[config.mk]
export PLATFORM = sky130hd
export DESIGN_NAME = hamming_rx_sequencer
export DESIGN_NICKNAME = d
export VERILOG_FILES = /design/src/rtl/hamming_rx_sequencer.sv
export SDC_FILE = /design/constraint.sdc
export NUM_CORES = 1
export LEC_CHECK = 0
export ABC_AREA = 0
export CAP_MARGIN = 20
export CELL_PAD_IN_SITES_DETAIL_PLACEMENT = 0
export CELL_PAD_IN_SITES_GLOBAL_PLACEMENT = 1
export CORE_ASPECT_RATIO = 0.75
export CORE_UTILIZATION = 43
export CTS_CLUSTER_SIZE = 8
export DETAILED_ROUTE_END_ITERATION = 7
export PLACE_DENSITY_LB_ADDON = 0.12
export REMOVE_ABC_BUFFERS = 1
export SYNTH_ARGS = -nofsm -noshare
export SYNTH_HDL_FRONTEND = slang
export SYNTH_SLANG_ARGS = --single-unit
[constraint.sdc]
create_clock -name clk -period 4.5 [get_ports clk]
set_input_delay 0.9 -clock clk [delete_from_list [all_inputs] [get_ports clk]]
set_output_delay 0.9 -clock clk [all_outputs]
set_load 0.02 [all_outputs]
[src/rtl/hamming_rx_sequencer.sv]
// Frames the UART bit stream into 7-bit codewords for the Hamming decoder and
// pairs the decoded nibbles into bytes delivered through a 2-entry FIFO.
module hamming_rx_sequencer #(
  parameter int TIMEOUT = 4
) (
  input  logic       clk,
  input  logic       rst,
  input  logic       en,
  input  logic       flush,
  input  logic       bit_in,
  input  logic       bit_valid,
  output logic       dec_ena,
  output logic       dec_bit,
  input  logic       dec_valid,
  input  logic [3:0] dec_nibble,
  output logic       out_valid,
  input  logic       out_ready,
  output logic [7:0] out_byte,
  input  logic       err_clr,
  output logic       err_drop,
  output logic       err_tmo,
  output logic       err_ovf
);

  typedef enum logic [1:0] {
    S_IDLE  = 2'd0,
    S_SHIFT = 2'd1,
    S_WAIT  = 2'd2
  } state_t;

  state_t     r_state;
  state_t     w_state_next;
  logic [2:0] r_bcnt;
  logic       r_nsel;
  logic [3:0] r_low;
  logic [3:0] r_wcnt;
  logic [7:0] r_fifo0;
  logic [7:0] r_fifo1;
  logic [1:0] r_count;
  logic       r_dec_ena;
  logic       r_dec_bit;
  logic       r_err_drop;
  logic       r_err_tmo;
  logic       r_err_ovf;

  logic       w_accept;
  logic       w_capture;
  logic       w_timeout;
  logic       w_drop;
  logic       w_push;
  logic       w_pop;
  logic       w_push_ok;
  logic       w_ovf;
  logic [7:0] w_push_byte;

  always_ff @(posedge clk) begin
    if (rst) begin
      r_state <= S_IDLE;
    end else begin
      r_state <= w_state_next;
    end
  end

  // en=0 outranks flush, which outranks normal sequencing
  always_comb begin
    w_state_next = r_state;
    if (!en) begin
      w_state_next = S_IDLE;
    end else if (flush) begin
      w_state_next = S_SHIFT;
    end else begin
      case (r_state)
        S_IDLE:  w_state_next = S_SHIFT;
        S_SHIFT: if (bit_valid && (r_bcnt == 3'd6)) w_state_next = S_WAIT;
        S_WAIT:  if (dec_valid || w_timeout) w_state_next = S_SHIFT;
        default: w_state_next = S_IDLE;
      endcase
    end
  end

  always_comb begin
    w_accept  = 1'b0;
    w_capture = 1'b0;
    w_timeout = 1'b0;
    w_drop    = 1'b0;
    if (en && !flush) begin
      case (r_state)
        S_SHIFT: w_accept = bit_valid;
        S_WAIT: begin
          w_capture = dec_valid;
          w_timeout = !dec_valid && (r_wcnt == 4'(TIMEOUT - 1));
          w_drop    = bit_valid;
        end
        default: ;
      endcase
    end
  end

  assign w_push      = w_capture && r_nsel;
  assign w_push_byte = {dec_nibble, r_low};
  assign w_pop       = (r_count != 2'd0) && out_ready;
  assign w_push_ok   = w_push && ((r_count != 2'd2) || w_pop);
  assign w_ovf       = w_push && !w_push_ok;

  always_ff @(posedge clk) begin
    if (rst) begin
      r_dec_ena <= 1'b0;
      r_dec_bit <= 1'b0;
      r_bcnt    <= 3'd0;
      r_nsel    <= 1'b0;
      r_low     <= 4'd0;
      r_wcnt    <= 4'd0;
    end else begin
      r_dec_ena <= w_accept;
      if (w_accept) r_dec_bit <= bit_in;
      if (!en || flush || (r_state == S_IDLE)) begin
        r_bcnt <= 3'd0;
        r_nsel <= 1'b0;
        r_wcnt <= 4'd0;
      end else begin
        if (w_accept) r_bcnt <= (r_bcnt == 3'd6) ? 3'd0 : r_bcnt + 3'd1;
        if (r_state == S_SHIFT) r_wcnt <= 4'd0;
        if ((r_state == S_WAIT) && !dec_valid) r_wcnt <= r_wcnt + 4'd1;
        if (w_capture) begin
          if (!r_nsel) r_low <= dec_nibble;
          r_nsel <= !r_nsel;
        end
        // a timeout abandons any half-built byte
        if (w_timeout) r_nsel <= 1'b0;
      end
    end
  end

  always_ff @(posedge clk) begin
    if (rst) begin
      r_fifo0 <= 8'd0;
      r_fifo1 <= 8'd0;
      r_count <= 2'd0;
    end else if (w_pop && w_push_ok) begin
      if (r_count == 2'd1) begin
        r_fifo0 <= w_push_byte;
      end else begin
        r_fifo0 <= r_fifo1;
        r_fifo1 <= w_push_byte;
      end
    end else if (w_pop) begin
      r_fifo0 <= r_fifo1;
      r_count <= r_count - 2'd1;
    end else if (w_push_ok) begin
      if (r_count == 2'd0) r_fifo0 <= w_push_byte;
      else r_fifo1 <= w_push_byte;
      r_count <= r_count + 2'd1;
    end
  end

  // a new error event beats a simultaneous clear
  always_ff @(posedge clk) begin
    if (rst) begin
      r_err_drop <= 1'b0;
      r_err_tmo  <= 1'b0;
      r_err_ovf  <= 1'b0;
    end else begin
      if (w_drop) r_err_drop <= 1'b1;
      else if (err_clr) r_err_drop <= 1'b0;
      if (w_timeout) r_err_tmo <= 1'b1;
      else if (err_clr) r_err_tmo <= 1'b0;
      if (w_ovf) r_err_ovf <= 1'b1;
      else if (err_clr) r_err_ovf <= 1'b0;
    end
  end

  assign dec_ena   = r_dec_ena;
  assign dec_bit   = r_dec_bit;
  assign out_valid = (r_count != 2'd0);
  assign out_byte  = r_fifo0;
  assign err_drop  = r_err_drop;
  assign err_tmo   = r_err_tmo;
  assign err_ovf   = r_err_ovf;

endmodule
* Word level (Yosys, flattened, before mapping)
Index checks and enable logic that the tools add are counted.
** Storage, ports and cells
- Bits in registers :: 37
- Input bits :: 13
- Word-level logic and storage cells :: 105
** Cells by class
- Add/sub/neg operators :: 4
- Equality and inequality tests :: 13
- Muxes and demuxes :: 31
- Bitwise logic cells :: 4
- Reduce and logical (&&, ||, !) cells :: 39
** Operators with widths (number)
- 2-to-1 mux 8 bit :: 10
- nonzero test 2 bit :: 7
- 2-to-1 mux 1 bit :: 13
- inequality test 2 bit (second input constant) :: 5
- logical AND 1 bit :: 9
- 2-to-1 mux 2 bit :: 4
- 2-to-1 mux 4 bit :: 2
- AND reduction 2 bit :: 4
- inequality test 3 bit (second input constant) :: 2
- one-hot mux 2 bit (3 select lines) :: 1
- nonzero test 3 bit :: 2
- OR reduction 3 bit :: 2
- zero test 1 bit :: 5
- adder 4 x 1 -> 4 bit (second input constant) :: 1
- equality test 2 x 1 -> 1 bit (second input constant) :: 2
- equality test 4 x 2 -> 1 bit (second input constant) :: 1
- zero test 2 bit :: 2
- logical OR 1 bit :: 4
- inverter 1 bit :: 4
- AND reduction 4 bit :: 1
- OR reduction 2 bit :: 2
- adder 3 x 1 -> 3 bit (second input constant) :: 1
- equality test 3 bit (second input constant) :: 1
- 2-to-1 mux 3 bit :: 1
- 5 further kinds :: 5

* Longest topological paths before layout
- Depth in word-level cells :: 8
- Mapped depth :: 7
- Gate-level depth less buffers :: 6

* Worst setup path before layout
No wires, ideal clock.
- Path type :: input to register
- From :: input port dec_valid
- To :: register r_fifo1[0]
- Setup time :: 0.128 ns
- Arrival :: 2.045 ns
- Data required time :: 4.372 ns
- Slack :: 2.327 ns
- Stages on the path :: 5
- Buffers on the path :: 1
- Path through :: buf_2 nand3b_4 nor4_4 mux2i_1 nor2_1
** On the way
- Longest elaborated chain between the ends :: 7
- Elaborated cells between the ends (all ways) :: 11
** Ends and longest elaborated chain
- start, declared :: line 14 : input logic dec_valid,
- 2-to-1 mux 1 bit * :: line 87 : case (r_state)
- 2-to-1 mux 1 bit * :: line 86 : if (en && !flush) begin
- logical AND 1 bit * :: line 99 : assign w_push = w_capture && r_nsel;
- logical AND 1 bit * :: line 102 : assign w_push_ok = w_push && ((r_count != 2'd2) || w_pop);
- logical AND 1 bit :: line 139 : end else if (w_pop && w_push_ok) begin
- inequality test 2 bit (no source line) (tied with other cells)
- AND reduction 4 bit (no source line)
- end signal, assigned :: line 144 : r_fifo1 <= w_push_byte;
- end signal, assigned :: line 151 : else r_fifo1 <= w_push_byte;
- end, declared :: line 38 : logic [7:0] r_fifo1;
Every way passes the cells marked *; elsewhere a longest branch is shown, timed or not.
A chain may end at the register's enable or synchronous reset.

* Worst setup path after layout
- From :: input port dec_valid
- To :: register r_fifo0[5] (netlist: out_byte[5])
** On the way
- Longest elaborated chain between the ends :: 7
- Elaborated cells between the ends (all ways) :: 9
** Ends and longest elaborated chain
- 2-to-1 mux 1 bit * :: line 87
- 2-to-1 mux 1 bit * :: line 86
- logical AND 1 bit * :: line 99
- logical AND 1 bit * :: line 102
- logical AND 1 bit :: line 139
- nonzero test 3 bit (no source line)
- AND reduction 2 bit (no source line)
- end signal, assigned :: line 141 : r_fifo0 <= w_push_byte;
- end signal, assigned :: line 143 : r_fifo0 <= r_fifo1;
- end signal, assigned :: line 147 : r_fifo0 <= r_fifo1;
- end, declared :: line 37 : logic [7:0] r_fifo0;
Marks and branches as above.

==> metrics.csv <==
metric;value;unit
power;844.5;µW
r2r_slack;2.30;ns
die_area;4353;µm²
final_antenna_net_count;0;
synth_warnings;0;
grt_pass1_wl;5.830;mm
overflow;0;
synthCells;188;
numCtsBuffers;5;
synth_top_family_by_area;simple AND/OR/NAND/NOR gates;
maxCapViolCount;0;
leakage;0.7331;nW
start_util;0.4654;
grt_start_max_net_pins;22;
vias;1401;
rsz0062_at_grt;false;
area_delta_synth_final;21.05;%
cts_sinks;37;
end_kind;flop;
io_buffers;26;
critPathLaunch;dec_valid;
start_kind;primary input;
p_sw;259.3;µW
dp_hpwl;2.521;mm
setup_violations;0;
seqPwrFrac;0.436;
clk_path_buf_depth;2;
max_freq;0.3598;GHz
fin_util;0.5634;
final_nets;230;
worstHoldPathType;reg2reg;
synth_fa_ha_area_frac;0.02845;
clkPwrFrac;0.276;
slew_violations;0;
yosys.area_share.simple;0.1991;
internal-power;585.2;µW
grt_use_total;0.1797;
reg2reg_from;r_count[1];
required;4.69;ns
synth.area.mux_share;0.1380;
maxUsedRoutingLayer;met4;
grt_pass1_vias;1234;
finalCritPeriodShare;0.6177;
fp.dieW;75.86;µm
synth_xor_area_frac;0;
tightest_slew;0.8580;ns
pre_cts_ws;1.426;ns
synth_ff_type;dfxtp_1;
tns;0;ns
min_period;2.780;ns
m1WireLength;1.730;mm
crit_type;in2reg;
fin_hold_ws;0.4699;ns
viasPerCell;5.287;
slew_headroom;0.4261;
status;finished, final reports clean;
wl_per_cell;13.12;µm
syn_avg_cell_area;9.357;µm²
skew;0.008864;ns
synth_area_leaders;dfxtp_1 42%, mux2i_1 13%, nor2_1 7.9%, a211oi_1 3.4%, a21oi_1 3.1%;
met2_length;1.512;mm
netlist_top_cells_count;37 x dfxtp_1, 37 x nor2_1, 22 x mux2i_1;
postLayoutSetupSlackWorst;1.720;ns
rows;19;
combPwrFrac;0.288;
htree_levels;2;
ys_seq_area_frac;0.4211;
power.density;396.6;nW/µm²
pin_count;27;
hold_buffers;0;
async_reset_ff_frac;0;
root_buffer;clkbuf_8;
syn-cell-area;1759;µm²
ys_ff_latch;37;
synth_compound_area_frac;0.1664;
clkTransAtPathRegs;0.07;ns
ctsResizeCount;0;
ir_drop;0.0002555;V
postCtsSetupRepairBufs;0;
cts_tree;yes;
insertedDiodeCount;0;
die_y;57.39;µm
core;3780;µm²
wl;3.476;mm
drive_gt1_frac;0.05634;
swShare;0.3071;
min-delay-start;err_tmo;
synth_largest_area_cell;dfxtp_1;
cp_max_fo;16;
drc;0;
dr_wl_met3;184;µm
synth.top_cell.area_share;0.4211;
antenna_found_initial;0;
synth-edff-count;0;
first_pass_iters;4;
finalHoldViolCount;0;
yosysUniqueCellTypes;41;
place.gp.congestion;0.7462;
critPathArrivalTime;2.97;ns
drtIter0Drc;65;
clock_latency;0.29;ns
registers in the layout, indices dropped and copies added (netlist names):
signal    cells
r_count       2
r_nsel        1
r_state       2
err_drop      1
err_tmo       1
dec_ena       1
out_byte      8
dec_bit       1
err_ovf       1
r_wcnt        4
r_fifo1       8
r_low         4
r_bcnt        3
logic make-up (layout without fill, tap and decap cells):
logic type	Yosys count	in the layout
simple gates	65	65
compound gates	40	40
flops	37	37
mux	24	24
buf+inv	18	43
fa+ha+maj	4	4
layout make-up:
type | count | area, µm²
Tap cell | 52 | 65.06
Inverter | 9 | 33.78
Timing Repair Buffer | 27 | 267.8
Multi-Input combinational cell | 133 | 935.9
Fill cell | 335 | 1650
Sequential cell | 37 | 740.7
Clock buffer | 7 | 86.33
power groups by stage:
stage	clock, mW	sequential [mW]	combinational (mW)
finish	0.233	0.368	0.243
global route	0.255	0.371	0.265
CTS	0.243	0.369	0.247
detailed placement	0	0.376	0.245
global placement	0	0.374	0.239
floorplan	0	0.396	0.134
final timing paths:
| kind | to | depth (start not counted) |
|---|---|---|
| setup / recovery | out_byte[5] | 5 |
| hold / removal | err_tmo | 2 |
| setup reg to reg | out_byte[5] | 6 |
| hold reg to reg | err_tmo | 2 |
metal layers:
metal,track usage,vias to the layer above
met3,0.04417,7
met1,0.2470,641
li1,-,714
met4,0.07672,0
met2,0.2668,39
met5,0,-
layout by cell type (no fill, tap or decap), types with 2 or more instances in the layout:
master | synthesis | routed
a211oi_1 | 8 | 8
a21oi_1 | 11 | 11
a2bb2oi_1 | 2 | 2
a311oi_1 | 2 | 2
a32oi_1 | 2 | 2
clkbuf_8 | 0 | 6
clkdlybuf4s50_1 | 0 | 26
dfxtp_1 | 37 | 37
ha_1 | 4 | 4
inv_1 | 9 | 9
mux2_1 | 2 | 2
mux2i_1 | 22 | 22
nand2_1 | 4 | 4
nand2b_1 | 3 | 3
nand3b_1 | 2 | 2
nor2_1 | 37 | 37
nor2b_1 | 5 | 5
nor3_1 | 2 | 2
nor3b_1 | 2 | 2
o21ai_0 | 6 | 6
worst max-delay path, cell delays in order:
cell and delay (ns):
clkdlybuf4s50_1 0.66, nand3b_4 0.18, o41ai_4 0.80, nor2_1 0.12, a211oi_1 0.30
metrics by stage:
step | instance area [µm²] | std cells
3_5_place_dp | 2043 | 258
4_1_cts | 2130 | 265
6_report | 2130 | 265
5_1_grt | 2130 | 265
2_1_floorplan | 1710 | 179
3_3_place_gp | 2043 | 258
Note: power is estimated with default switching activity, not from simulation.
